--- src/rtl/buceros_header.v ---
// ============================================================================
// Module      : buceros_header (shared defines)
// Description : Core-wide address widths and pipeline-controller state codes.
// Revision    : 1.0 - initial release
// ============================================================================
`ifndef BUCEROS_HEADER_V
`define BUCEROS_HEADER_V

`define REG_ADDR_W      5
`define INST_ADDR_W     32

`define PCTRL_RUN       2'd0
`define PCTRL_MEM_WAIT  2'd1
`define PCTRL_REDIRECT  2'd2

`endif

--- src/rtl/pipe_ctrl_pkg.sv ---
// ============================================================================
// Module      : pipe_ctrl_pkg
// Description : Types and constants shared by the pipeline controller.
// Revision    : 1.0 - initial release
// ============================================================================
`include "buceros_header.v"
`default_nettype none

package pipe_ctrl_pkg;

    localparam int c_wd_w = 16;

    typedef enum logic [1:0] {
        ST_RUN      = `PCTRL_RUN,
        ST_MEM_WAIT = `PCTRL_MEM_WAIT,
        ST_REDIRECT = `PCTRL_REDIRECT
    } pctrl_state_t;

endpackage

`default_nettype wire

--- src/rtl/pipe_ctrl_sat_counter.sv ---
// ============================================================================
// Module      : sat_counter
// Description : Up-counter that sticks at all-ones instead of wrapping.
// Revision    : 1.0 - initial release
// ============================================================================
`default_nettype none

module sat_counter #(
    parameter int W = 32
) (
    input  logic         clk,
    input  logic         rst,
    input  logic         inc,
    output logic [W-1:0] cnt
);

    always_ff @(posedge clk) begin
        if (rst) begin
            cnt <= '0;
        end else if (inc && (cnt != {W{1'b1}})) begin
            cnt <= cnt + {{(W-1){1'b0}}, 1'b1};
        end
    end

endmodule

`default_nettype wire

--- src/rtl/pipe_ctrl.sv ---
// ============================================================================
// Module      : pipe_ctrl
// Description : 5-stage pipeline hazard/stall/flush controller with watchdog.
// Revision    : 1.0 - initial release
// ============================================================================
`include "buceros_header.v"
`default_nettype none

module pipe_ctrl
    import pipe_ctrl_pkg::*;
#(
    parameter int TIMEOUT_CYC = 255,
    parameter int CNT_W       = 32
) (
    input  logic                    clk,
    input  logic                    rst,
    input  logic [`REG_ADDR_W-1:0]  id_rs1_addr_i,
    input  logic [`REG_ADDR_W-1:0]  id_rs2_addr_i,
    input  logic                    id_rs1_used_i,
    input  logic                    id_rs2_used_i,
    input  logic                    ex_rmem_en_i,
    input  logic [`REG_ADDR_W-1:0]  ex_wreg_addr_i,
    input  logic                    id_branch_i,
    input  logic [`INST_ADDR_W-1:0] id_target_i,
    input  logic                    if_busy_i,
    input  logic                    mem_busy_i,
    output logic                    stall_if_o,
    output logic                    stall_id_o,
    output logic                    stall_ex_o,
    output logic                    stall_mem_o,
    output logic                    flush_id_o,
    output logic                    flush_ex_o,
    output logic                    redirect_o,
    output logic [`INST_ADDR_W-1:0] redirect_addr_o,
    output logic                    err_timeout_o,
    output logic [CNT_W-1:0]        stall_cnt_o,
    output logic [CNT_W-1:0]        flush_cnt_o
);

    pctrl_state_t            r_state;
    logic [`INST_ADDR_W-1:0] r_target;
    logic [c_wd_w-1:0]       r_wd;
    logic                    r_err;

    logic                    w_load_use;
    logic                    w_wd_hit;
    logic [CNT_W-1:0]        w_stall_cnt;
    logic [CNT_W-1:0]        w_flush_cnt;

    assign w_load_use = ex_rmem_en_i && (ex_wreg_addr_i != '0) &&
                        ((id_rs1_used_i && (id_rs1_addr_i == ex_wreg_addr_i)) ||
                         (id_rs2_used_i && (id_rs2_addr_i == ex_wreg_addr_i)));

    // Fires during the TIMEOUT_CYC-th consecutive MEM_WAIT cycle so the flag is visible immediately.
    assign w_wd_hit = (r_state == ST_MEM_WAIT) && (r_wd == c_wd_w'(TIMEOUT_CYC - 1));

    always_comb begin
        stall_if_o      = 1'b0;
        stall_id_o      = 1'b0;
        stall_ex_o      = 1'b0;
        stall_mem_o     = 1'b0;
        flush_id_o      = 1'b0;
        flush_ex_o      = 1'b0;
        redirect_o      = 1'b0;
        redirect_addr_o = '0;
        if (!rst) begin
            if (mem_busy_i) begin
                stall_if_o  = 1'b1;
                stall_id_o  = 1'b1;
                stall_ex_o  = 1'b1;
                stall_mem_o = 1'b1;
            end else if (r_state == ST_REDIRECT) begin
                redirect_o      = 1'b1;
                redirect_addr_o = r_target;
                flush_id_o      = 1'b1;
            end else if (w_load_use) begin
                stall_if_o = 1'b1;
                stall_id_o = 1'b1;
                flush_ex_o = 1'b1;
            end else if (id_branch_i) begin
                redirect_o      = 1'b1;
                redirect_addr_o = id_target_i;
                flush_id_o      = 1'b1;
            end
        end
    end

    always_ff @(posedge clk) begin
        if (rst) begin
            r_state  <= ST_RUN;
            r_target <= '0;
            r_wd     <= '0;
            r_err    <= 1'b0;
        end else begin
            if (w_wd_hit) begin
                r_err <= 1'b1;
            end
            if (r_state == ST_MEM_WAIT) begin
                if (r_wd != {c_wd_w{1'b1}}) begin
                    r_wd <= r_wd + {{(c_wd_w-1){1'b0}}, 1'b1};
                end
            end else begin
                r_wd <= '0;
            end
            case (r_state)
                ST_RUN, ST_MEM_WAIT: begin
                    if (mem_busy_i) begin
                        r_state <= ST_MEM_WAIT;
                    end else if (!w_load_use && id_branch_i && if_busy_i) begin
                        r_state  <= ST_REDIRECT;
                        r_target <= id_target_i;
                    end else begin
                        r_state <= ST_RUN;
                    end
                end
                ST_REDIRECT: begin
                    if (!if_busy_i && !mem_busy_i) begin
                        r_state <= ST_RUN;
                    end
                end
                default: r_state <= ST_RUN;
            endcase
        end
    end

    sat_counter #(.W(CNT_W)) u_stall_cnt (
        .clk (clk),
        .rst (rst),
        .inc (stall_id_o),
        .cnt (w_stall_cnt)
    );

    sat_counter #(.W(CNT_W)) u_flush_cnt (
        .clk (clk),
        .rst (rst),
        .inc (flush_id_o | flush_ex_o),
        .cnt (w_flush_cnt)
    );

    assign err_timeout_o = !rst && (r_err || w_wd_hit);
    assign stall_cnt_o   = rst ? '0 : w_stall_cnt;
    assign flush_cnt_o   = rst ? '0 : w_flush_cnt;

endmodule

`default_nettype wire

--- config.mk ---
export PLATFORM = sky130hd
export DESIGN_NAME = pipe_ctrl
export DESIGN_NICKNAME = d
export VERILOG_FILES = /design/src/rtl/pipe_ctrl_pkg.sv /design/src/rtl/pipe_ctrl_sat_counter.sv /design/src/rtl/pipe_ctrl.sv
export VERILOG_INCLUDE_DIRS = /design/src /design/src/rtl
export SDC_FILE = /design/constraint.sdc
export NUM_CORES = 1
export LEC_CHECK = 0
export CORE_MARGIN = 2
export CORE_UTILIZATION = 45
export CTS_BUF_LIST = sky130_fd_sc_hd__clkbuf_16
export CTS_CLUSTER_SIZE = 40
export DETAILED_ROUTE_END_ITERATION = 10
export HOLD_SLACK_MARGIN = 0.06
export PLACE_DENSITY_LB_ADDON = 0.15
export SYNTH_ARGS = -nofsm -noshare
export SYNTH_HDL_FRONTEND = slang
export SYNTH_SLANG_ARGS = --single-unit
--- constraint.sdc ---
create_clock -name clk -period 2.3 [get_ports clk]
set_input_delay 0.345 -clock clk [delete_from_list [all_inputs] [get_ports clk]]
set_output_delay 0.345 -clock clk [all_outputs]
set_load 0.03 [all_outputs]
==> impl_metrics.ini <==
[run_status]
status = finished, violations left
violations = negative setup slack

[critical_path]
cp-start-kind = primary input
end_kind = primary output
cp_data_required_time_ps = 1960
crit_type = in2out
rr_endpoint = u_flush_cnt.cnt[16]$_SDFFE_PP0P_
rrSetupSlack_ps = -20
crit_fanout = 8
reg2reg_from = u_flush_cnt.cnt[14]$_SDFFE_PP0P_
crit_arrival_ps = 2170
r2r_cells = 8

[synthesis]
synth_fp_nets = 850
syn_inst = 791
async_flop_share_pct = 0
ys.flop_type = dfxtp_1
syn_area_per_cell_sq_um = 7.96
yosysTopAreaCell = dfxtp_1
synth_seq_cells = 115
synth_enable_flop_cells = 0
yosysUniqueCellTypes = 55
synth_area_leaders = dfxtp_1, nand2_1, nor2b_1, mux2i_1, nor2_1
syn_area_sq_mm = 0.00630
synthTopCellsByCount = dfxtp_1, nand2_1, nor2_1
synth.most_common_cell = dfxtp_1
synth_warnings = 0
yosysSeqAreaShare_pct = 36.6
synth_top_area_share_pct = 36.6

[timing]
setup_viol = 35
slew_viol_final = 0
fin_crit_sh_pct = 109
timing.hold.ws_ps = 232
hold_viol_final = 0
finalClockSkew_ps = 8.39
finalCriticalPeriod_ps = 2520
setup_tns_ps = -6220
fin_ws_ps = -215
tightest_slew_ps = 490
clock.fmax_mhz = 398
rsz0062_at_grt = true
relSlewSlack_pct = 67.0

[power_and_ir_drop]
total_power_mw = 5.26
powerDensity_mw_per_mm2 = 535
vdd.ir_drop.worst_mv = 0.522
leakagePower_nw = 3.81

[layout]
drive_gt1_share_pct = 25.2
fill_cells = 1059
area_growth_pct = 55.9
diodes = 0
finalNonFillerCells = 1203
post-route-util_pct = 71.3
fin_nets = 1069

[clocking]
cts_tree = yes
htreeDepth = 4
hold_buffers = 0
cts_max_path_buffers = 2
clockRootBuffer = clkbuf_16
clk_latency_ps = 420
cts.clk_slew.worst_paths_ps = 50
cts_buffers = 17
cts.sinks = 115

[routing]
route.detailed.drc = 0
route.antenna.remaining_nets = 0
first_pass_iters = 5
drt_iter0_drc = 434
totalWireLength_mm = 19.9
vias = 6628
viasPerCell = 5.51
wl_per_cell_um = 16.6

[global_routing]
first_global_vias = 6525
grt.total_usage_pct = 25.7
grt_pass1_wl_mm = 30.4
grt_overflow = 0
grt_max_degree = 66
antenna_found_initial = 0

[hold_path]
hp-class = in2reg
min_path_cells = 2
hp-start = rst
holdPathEnd = u_stall_cnt.cnt[31]$_SDFFE_PP0P_

[run]
maxCapViolations = 0

[placement]
place_hpwl_mm = 12.8
port_buffers = 158
routabilityCongestion = 0.837
dp.cells = 1146

[floorplanning]
die_area_sq_mm = 0.0150
num_io_pins = 159
start_util_pct = 45.7
num_rows = 43
die_x_um = 122
die_height_um = 122
core_sq_mm = 0.0138
layout make-up:
cell class                 count  area [sq um]  share of cell area [%]
clock buffer                  17           425                    4.33
clock inverter                15           148                    1.50
inverter                      14          57.6                   0.586
multi-input combinational    614          4180                    42.6
sequential                   115          2310                    23.5
tap                          180           225                    2.29
timing repair buffer         248          2470                    25.1
worst max-delay path by stage:
stage,end,start,cells after the start
after global routing,redirect_addr_o[31],ex_wreg_addr_i[2],10
final,redirect_addr_o[31],ex_wreg_addr_i[2],10
after detailed placement,stall_id_o,ex_wreg_addr_i[1],6
after CTS,redirect_addr_o[7],ex_wreg_addr_i[1],10
after floorplan,redirect_addr_o[22],ex_wreg_addr_i[1],6
after global placement,stall_id_o,ex_wreg_addr_i[1],6
sequential cells by signal (all words and copies together) (netlist names):
name	count
r_target	32
r_wd	16
u_flush_cnt.cnt	32
r_state	2
r_err	1
u_stall_cnt.cnt	32
worst max-delay path, stage by stage:
cell,delay [ps]
buf_6,90
or4_4,550
o21a_1,240
buf_6,130
a21oi_4,130
o21ai_4,90
buf_6,150
buf_16,160
a21oi_4,130
buf_6,150
placed cells by master, fill, tap and decap left out, drive strengths merged, types with 3 or more instances in the layout:
master         Yosys  layout
nand4             22      22
inv               14      15
mux2              22      22
a31oi              3       3
bufinv             0       3
dlygate4sd2        0       4
a211oi             3       3
or3               10      10
nand3             36      36
nor2b             62      62
and2               3       3
nand2            113     113
and4              10      10
a21boi             3       3
clkdlybuf4s15      0       5
nor4               8       8
ha                 4       4
clkbuf            35      20
and3              13      13
clkdlybuf4s50      0     102
nor3              16      16
mux2i             36      36
nand2b             3       3
dfxtp            115     115
o31ai             11      11
xnor2             13      13
buf               14     133
nor2              95      95
o21ai             36      36
xor2              12      12
clkinv             0      10
a21oi             42      42
or4               20      20
cells by family (layout without fill, tap and decap cells):
| family | count (synthesis) | after routing | share of synthesized area, % |
|---|---|---|---|
| and+or+nand+nor | 419 | 419 | 34.4 |
| DFF | 115 | 115 | 36.6 |
| muxes | 58 | 58 | 10.1 |
| adders and majority gates | 4 | 4 | 0.795 |
| buffers and inverters | 63 | 294 | 4.53 |
| AOI/OAI and AO/OA | 107 | 108 | 10.1 |
| xor gates and xnor gates | 25 | 25 | 3.48 |
timing repair:
| item | CTS | global route |
|---|---|---|
| gates cloned | 4 | 4 |
| gates resized for setup | 157 | 39 |
| pin swaps | 10 | 23 |
| buffers inserted | 11 | 8 |
| setup endpoints to repair | 81 | 53 |
routing by layer:
metal | global-route usage [%] | vias up | share of wire (%)
met5 | 0 | - | 0
met4 | 12.1 | 0 | 2.8
met3 | 5.44 | 45 | 4.2
met2 | 45.6 | 215 | 52
met1 | 29.3 | 3160 | 41
li1 | - | 3208 | -
where the power goes:
group	internal [mW]	switching, mW	total (mW)
clock network	1.67	0.900	2.57
registers	2.02	0.0180	2.04
logic	0.306	0.347	0.653
per-stage QoR:
step / worst slack [ps] / instance area [sq um]
floorplan: -158 / 6300
global placement: -699 / 8340
detailed placement: -727 / 8340
CTS: -160 / 9600
global route: -268 / 9820
finish: -215 / 9820
Note: power is estimated with default switching activity, not from simulation.
